$ cat src/rtl/branch_resolve.sv
// Branch resolution stage for the RV32I core.
// Takes resolved operands and a branch funct3. Produces the taken decision,
// the next PC and the misaligned/illegal flags through a one-entry output
// buffer, and keeps a saturating count of delivered taken branches.
//
// Ports:
//   clk, rstN                  clock, asynchronous active-low reset
//   flush                      synchronous drop of the buffered result
//   reqValid/reqReady          request handshake (reqReady is combinational)
//   funct3, rs1Val, rs2Val     branch type and operands
//   pc, imm                    branch address and sign-extended B-immediate
//   respValid/respReady        result handshake (respValid = buffer full)
//   taken, nextPc              branch decision and next fetch address
//   misaligned, illegal        taken target not word aligned / bad funct3
//   takenCount                 saturating count of delivered taken results
module branch_resolve #(
  parameter int unsigned XLEN  = 32,
  parameter int unsigned CNT_W = 16
) (
  input  logic             clk,
  input  logic             rstN,
  input  logic             flush,
  input  logic             reqValid,
  output logic             reqReady,
  input  logic [2:0]       funct3,
  input  logic [XLEN-1:0]  rs1Val,
  input  logic [XLEN-1:0]  rs2Val,
  input  logic [XLEN-1:0]  pc,
  input  logic [XLEN-1:0]  imm,
  output logic             respValid,
  input  logic             respReady,
  output logic             taken,
  output logic [XLEN-1:0]  nextPc,
  output logic             misaligned,
  output logic             illegal,
  output logic [CNT_W-1:0] takenCount
);

  typedef struct packed {
    logic            taken;
    logic            illegal;
    logic            misaligned;
    logic [XLEN-1:0] next_pc;
  } result_t;

  typedef enum logic {
    EMPTY = 1'b0,
    FULL  = 1'b1
  } state_e;

  state_e           state_q, state_d;
  result_t          res_q, res_d, res_new;
  logic [CNT_W-1:0] cnt_q, cnt_d;
  logic             accept;
  logic             deliver;

  // Compare and target computation for the incoming request
  logic            is_unsigned;
  logic            is_illegal;
  logic            e1, e2;
  logic [XLEN:0]   diff;
  logic            lt, eq, cond;
  logic [XLEN-1:0] target;
  logic [XLEN-1:0] seq_pc;

  always_comb begin
    is_illegal  = (funct3[2:1] == 2'b01);
    is_unsigned = (funct3[2:1] == 2'b11);
    // Sign-extend to XLEN+1 so one subtractor serves signed and unsigned
    e1   = is_unsigned ? 1'b0 : rs1Val[XLEN-1];
    e2   = is_unsigned ? 1'b0 : rs2Val[XLEN-1];
    diff = {e1, rs1Val} - {e2, rs2Val};
    lt   = diff[XLEN];
    eq   = (diff == '0);
    case (funct3)
      3'b000:         cond = eq;
      3'b001:         cond = ~eq;
      3'b100, 3'b110: cond = lt;
      3'b101, 3'b111: cond = ~lt;
      default:        cond = 1'b0;
    endcase
    target = pc + imm;
    seq_pc = pc + XLEN'(4);

    res_new            = '0;
    res_new.taken      = cond;
    res_new.illegal    = is_illegal;
    res_new.next_pc    = cond ? target : seq_pc;
    res_new.misaligned = cond & (target[1:0] != 2'b00);
  end

  // State register
  always_ff @(posedge clk or negedge rstN) begin
    if (!rstN) begin
      state_q <= EMPTY;
    end else begin
      state_q <= state_d;
    end
  end

  // Next-state logic; flush wins over any same-cycle accept
  always_comb begin
    state_d = state_q;
    if (flush) begin
      state_d = EMPTY;
    end else if (accept) begin
      state_d = FULL;
    end else if ((state_q == FULL) && respReady) begin
      state_d = EMPTY;
    end
  end

  // Handshake outputs
  always_comb begin
    respValid = (state_q == FULL);
    reqReady  = ~flush & (~respValid | respReady);
    accept    = reqValid & reqReady;
    deliver   = respValid & respReady & ~flush;
  end

  // Result buffer and taken counter update
  always_comb begin
    res_d = res_q;
    if (accept) begin
      res_d = res_new;
    end
    cnt_d = cnt_q;
    if (deliver && res_q.taken && (cnt_q != {CNT_W{1'b1}})) begin
      cnt_d = cnt_q + CNT_W'(1);
    end
  end

  always_ff @(posedge clk or negedge rstN) begin
    if (!rstN) begin
      res_q <= '0;
      cnt_q <= '0;
    end else begin
      res_q <= res_d;
      cnt_q <= cnt_d;
    end
  end

  always_comb begin
    taken      = res_q.taken;
    illegal    = res_q.illegal;
    misaligned = res_q.misaligned;
    nextPc     = res_q.next_pc;
    takenCount = cnt_q;
  end

endmodule

$ cat config.mk
export PLATFORM = sky130hd
export DESIGN_NAME = branch_resolve
export DESIGN_NICKNAME = d
export VERILOG_FILES = /design/src/rtl/branch_resolve.sv
export SDC_FILE = /design/constraint.sdc
export NUM_CORES = 1
export LEC_CHECK = 0
export BUFFER_PORTS_ARGS = -buffer_cell sky130_fd_sc_hd__buf_2
export CORE_MARGIN = 4
export CORE_UTILIZATION = 49
export CTS_CLUSTER_SIZE = 24
export DETAILED_ROUTE_END_ITERATION = 16
export GPL_TIMING_DRIVEN = 0
export PLACE_DENSITY_LB_ADDON = 0.05
export SLEW_MARGIN = 20
export SYNTH_ARGS = -nofsm -noshare
export SYNTH_HDL_FRONTEND = slang
export SYNTH_SLANG_ARGS = --single-unit
$ cat constraint.sdc
create_clock -name clk -period 2 [get_ports clk]
set_input_delay 0.4 -clock clk [delete_from_list [all_inputs] [get_ports clk]]
set_output_delay 0.4 -clock clk [all_outputs]
set_load 0.02 [all_outputs]
# [Word level (Yosys, flattened, before mapping)]
# Index checks and enable logic that the tools add are counted.
[classes] addsub=4 eq_ne=8 mux=7 bitwise_logic=10 reduce_logical=9
[op_table] cell="$logic_not 33->1" n=1
[op_table] cell="$sub 33x33->33" n=1
[op_table] cell="$add 32x3->32 const B" n=1
[op_table] cell="$add 32x32->32" n=1
[op_table] cell="$mux 32" n=1
[op_table] cell="$add 16x1->16 const B" n=1
[op_table] cell="$ne 16x16->1 const B" n=1
[op_table] cell="$eq 3x3->1 const B" n=4
[op_table] cell="$and 1x1->1" n=5
[op_table] cell="$mux 1" n=5
[op_table] cell="$not 1->1" n=4
[op_table] cell="$pmux 1 s4" n=1
[op_table] cell="$reduce_or 2->1" n=2
[op_table] cell="$eq 3x1->1 const B" n=1
[op_table] cell="$logic_and 1x1->1" n=3
[op_table] cell="$logic_not 3->1" n=1
[op_table] cell="$reduce_bool 3->1" n=1
[op_table] cell="$eq 2x1->1 const B" n=1
[op_table] cell="$eq 2x2->1 const B" n=1
[op_table] cell="$reduce_bool 2->1" n=1
[op_table] cell="$or 1x1->1" n=1
[word_totals] ff_bits=52 word_cells=44

# [Logic depth before layout (Yosys ltp)]
[depth] word_depth=7 ltp_mapped=17 mapped_depth_nobuf=15

# [Least setup slack after synthesis]
# No wires, ideal clock.
[synth_path] path_kind="input-to-reg" start="in rs2Val[26]" end="reg res_q, in the netlist nextPc[30]" setup_time_ns=0.087 t_arrival_ns=3.782 t_required_ns=1.913 setup_slack_ns=-1.869 path_stages=15 path_buffers=1 path_cell_list="inv_1 -> ha_1 -> and3_1 -> a211o_2 -> a31oi_1 -> o2bb2ai_1 -> mux2_1 -> a31o_1 -> or4_1 -> nor4_2 -> a21oi_1 -> a311o_1 -> buf_6 -> or3_1 -> o211ai_1"
[synth_via] elab_chain_cells=5 word_cells_on_any_way=6 classes_between="add/sub (1); mux (2); bitwise (2); reduce/logical (1)"
[synth_rtl] element="start: declaration" line="27" text="input logic [XLEN-1:0] rs2Val,"
[synth_rtl] element="$sub 33x33->33 *" line="72" text="diff = {e1, rs1Val} - {e2, rs2Val};"
[synth_rtl] element="$logic_not 33->1" line="74" text="eq = (diff == '0);"
[synth_rtl] element="$not 1->1" line="77" text="3'b001: cond = ~eq;"
[synth_rtl] element="$pmux 1 s4 *" line="75" text="case (funct3)"
[synth_rtl] element="$mux 32 *" line="88" text="res_new.next_pc = cond ? target : seq_pc;"
[synth_rtl] element="end signal: assignment" line="138" text="res_q <= res_d;"
[synth_rtl] element="end: declaration" line="52" text="result_t res_q, res_d, res_new;"
# Mark *: on every way between the ends. The rest lies on a longest branch, timed or not.
# A chain may end at the register's enable or synchronous reset.

# [Worst setup path after layout]
[layout_path] start="in rs1Val[25]" end="reg res_q, in the netlist nextPc[16]"
[layout_via] elab_chain_cells=5 word_cells_on_any_way=6 classes_between="add/sub (1); mux (2); bitwise (2); reduce/logical (1)"
[layout_rtl] element="start: declaration" line="26" text="input logic [XLEN-1:0] rs1Val,"
[layout_rtl] element="$sub 33x33->33 *" line="72"
[layout_rtl] element="$logic_not 33->1" line="74"
[layout_rtl] element="$not 1->1" line="77"
[layout_rtl] element="$pmux 1 s4 *" line="75"
[layout_rtl] element="$mux 32 *" line="88"
# Marks and branches as above.

==> flow_metrics.tcl <==
set metrics [dict create \
    synthXorXnorAreaFrac_pct 10.6 \
    ys_seq_area_share_pct 19.7 \
    ir_drop_v 0.000378 \
    finalWorstSetupSlack_ns -1.71 \
    drc 0 \
    final-setup-viol-count 34 \
    worstPathRequired_ns 2.23 \
    period_minus_slack_ns 3.71 \
    cts-htree-levels 2 \
    die_area_um2 15400 \
    cp-end-kind "register" \
    synth_area_leaders "dfrtp_1 (20%), ha_1 (12%), xnor2_1 (6.4%)" \
    cts_root_buf "clkbuf_16" \
    drive_gt1_share_pct 32.2 \
    worst_ep_arrival_time_ns 3.95 \
    firstDrtPassIters 5 \
    syn_area_um2 6590 \
    tightestPinTransition_ns 1.05 \
    drt_iter0_markers 499 \
    clock_latency_ns 0.31 \
    final_area_um2 9120 \
    internal-power_mw 3.03 \
    synth_top_family_by_area "compound AO/OA/AOI/OAI gates" \
    synth_largest_area_cell "dfrtp_1" \
    synth_compound_area_share_pct 26.0 \
    initial_core_util_pct 50.0 \
    core-area_um2 13200 \
    syn-mean-instance-area_um2 7.58 \
    hold_path_class "primary input to async pin" \
    synth_flop_cell "dfrtp_1" \
    clk_pin_slew_ns 0.07 \
    finalNetCount 1296 \
    sw_frac_of_total_pct 42.5 \
    grt_overflow 0 \
    relSlewSlack_pct 29.9 \
    gp_congestion 0.944 \
    nFillCells 1138 \
    power_density_nw_per_um2 577 \
    synth_nets 1073 \
    grt_pass1_wl_um 33000 \
    layout-area-overhead-vs-synth_pct 38.4 \
    synth_mux_area_share_pct 3.11 \
    place_area_um2 7890 \
    fin_tns_setup_ns -56.19 \
    dieWidth_um 124 \
    syn_inst 870 \
    die_h_um 124 \
    critPathLaunchType "primary input" \
    pin_count 189 \
    io_buffer_count 188 \
    power.switching_mw 2.24 \
    num_rows 42 \
    grt_use_total_pct 26.7 \
    drv_cap 0 \
    synth.top_cell.area_share_pct 19.7 \
    synthAdderAreaFrac_pct 12.9 \
    finalCritPeriodShare_pct 186 \
    yosysUniqueCellTypes 65 \
    timing.final.max_slew_violations 0 \
    worstSetupPathType "primary input to register" \
    wl_per_cell_um 17.3 \
    cts_tree "done" \
    grt_pass1_vias 6802 \
    p_leak_nw 4.19 \
    grt_max_degree 53 \
    hold_viol 0 \
    status "finished with violations" \
    cts_made_buffers 5 \
    crit_fanout 5 \
    clock_skew_ns 0.0139 \
    clock_power_share_pct 17.8 \
    violations "setup timing" \
    via_per_inst 5.91 \
    antenna_found_initial 0 \
    dp_hpwl_um 16300 \
    yosysWarnings 0 \
    cts_num_sinks 52 \
    routed-via-count 7508 \
    synth_edf_count 0 \
    ys_ff_latch 52 \
    combPwrFrac_pct 55.9 \
    diodes 0 \
    seqPwrFrac_pct 26.3 \
    yosys.area_share.simple_pct 22.9 \
    ant_nets 0 \
    synthArstFlopShare_pct 100 \
    rsz0062_at_grt "true" \
    fmax_mhz 269 \
    routed_wl_um 21900 \
    clock_path_buffers 2 \
]
## cell usage after synthesis (all sizes together) (3+ instances only)
library cell,number
mux2,4
a21o,18
ha,65
o221ai,4
o311ai,13
o22ai,5
a211oi,13
o21bai,10
nand3,43
mux2i,16
inv,55
nor3,17
a21oi,68
o41ai,3
and3,15
a211o,5
nor2b,6
a311oi,3
nand4,16
a31oi,12
a21boi,3
xor2,32
nand2,98
nor2,63
buf,8
xnor2,48
and4,5
o211ai,9
clkbuf,14
nand3b,4
o31a,5
dfrtp,52
o21ai,62
nor4,6
or2,4
o31ai,6
and2,10
or3,8
o21a,8
nand2b,10
## routing by layer
layer  GRT usage (%)  vias to the layer above  part of all wire [%]
met2            42.2                      299                    45
li1                -                     3645                     -
met4            5.68                        0                   1.7
met5               0                        -                     0
met1            38.3                     3530                    45
met3            4.54                       34                   8.0
## timing repair
item / CTS / global route
endpoints found under the hold margin: 0 / 0
pin swaps: 17 / 25
setup endpoints to repair: 39 / 39
setup buffers: 18 / 13
resized for setup: 92 / 87
hold buffers: 0 / 0
cloned: 3 / 1
## logic make-up after synthesis
kind of cell | count (synthesis)
muxes | 20
and+or+nand+nor | 312
xor gates and xnor gates | 80
AOI/OAI and AO/OA | 262
adders and majority gates | 67
buffers and inverters | 77
DFF | 52
## worst paths after layout
path / slack (ns) / end / depth (start not counted) / startpoint
worst max-delay path: -1.71 / nextPc[16] / 16 / rs1Val[25]
worst min-delay path: 0.14 / takenCount[6] / 1 / rstN
worst max register to register: -0.13 / misaligned / 7 / respValid
worst min register to register: 0.48 / nextPc[20] / 2 / nextPc[20]
max in group asynchronous: 1.36 / takenCount[0] / 1 / rstN
min in group clk: 0.28 / respValid / 2 / flush
## worst max-delay path, stage by stage
cell and delay [ns]:
buf_6 0.10, ha_4 0.23, and3_4 0.18, a211o_4 0.35
a31oi_4 0.22, o2bb2ai_4 0.14, mux2_4 0.31, a31o_1 0.20
or4_4 0.50, nor4_4 0.19, a21oi_1 0.11, a311o_2 0.41
buf_4 0.17, buf_12 0.13, mux2i_4 0.18, o21ai_1 0.12
## final cells by class
class	count	area [um2]	area share, %
clock inverters	2	13.8	0.151
plain buffers	17	135	1.48
inverters	55	214	2.35
repair buffers	221	1330	14.6
flip-flops and latches	52	1300	14.3
well taps	176	220	2.41
clock buffers	6	139	1.52
multi-input cells	741	5770	63.2
## layout by cell type, fill, tap and decap left out, drive strengths merged, types with 10 or more instances in the layout
master	count
buf	228
nand2	98
a21oi	68
ha	65
nor2	63
o21ai	62
inv	55
dfrtp	52
xnor2	48
nand3	43
xor2	32
a21o	18
nor3	17
nand4	16
mux2i	16
clkbuf	16
and3	15
a211oi	13
o311ai	13
a31oi	12
o21bai	10
nand2b	10
and2	10
## power by group through the flow
stage | Clock [mW] | Combinational [mW] | Sequential [mW]
3_5_place_dp | 0 | 2.35 | 1.40
4_1_cts | 0.947 | 2.64 | 1.38
2_1_floorplan | 0 | 1.38 | 1.60
6_report | 0.937 | 2.95 | 1.39
5_1_grt | 0.987 | 3.21 | 1.40
3_3_place_gp | 0 | 2.33 | 1.40
## stage by stage
step,util [%],setup WS [ns],power [mW],hold slack (ns),instances
4_1_cts,65.3,-1.74,4.97,0.170,1259
2_1_floorplan,-,-1.71,2.99,0.104,870
3_3_place_gp,59.8,-2.48,3.73,0.459,1234
5_1_grt,69.2,-1.83,5.60,0.191,1270
3_5_place_dp,59.8,-2.50,3.75,0.469,1234
6_report,69.2,-1.71,5.27,0.141,1270
## flip-flops by register name (all words and copies together) (netlist names)
| signal | cells |
|---|---|
| takenCount | 16 |
| nextPc | 32 |
| respValid | 1 |
| misaligned | 1 |
| illegal | 1 |
| taken | 1 |
No activity file was read; power rests on OpenSTA's default activity.
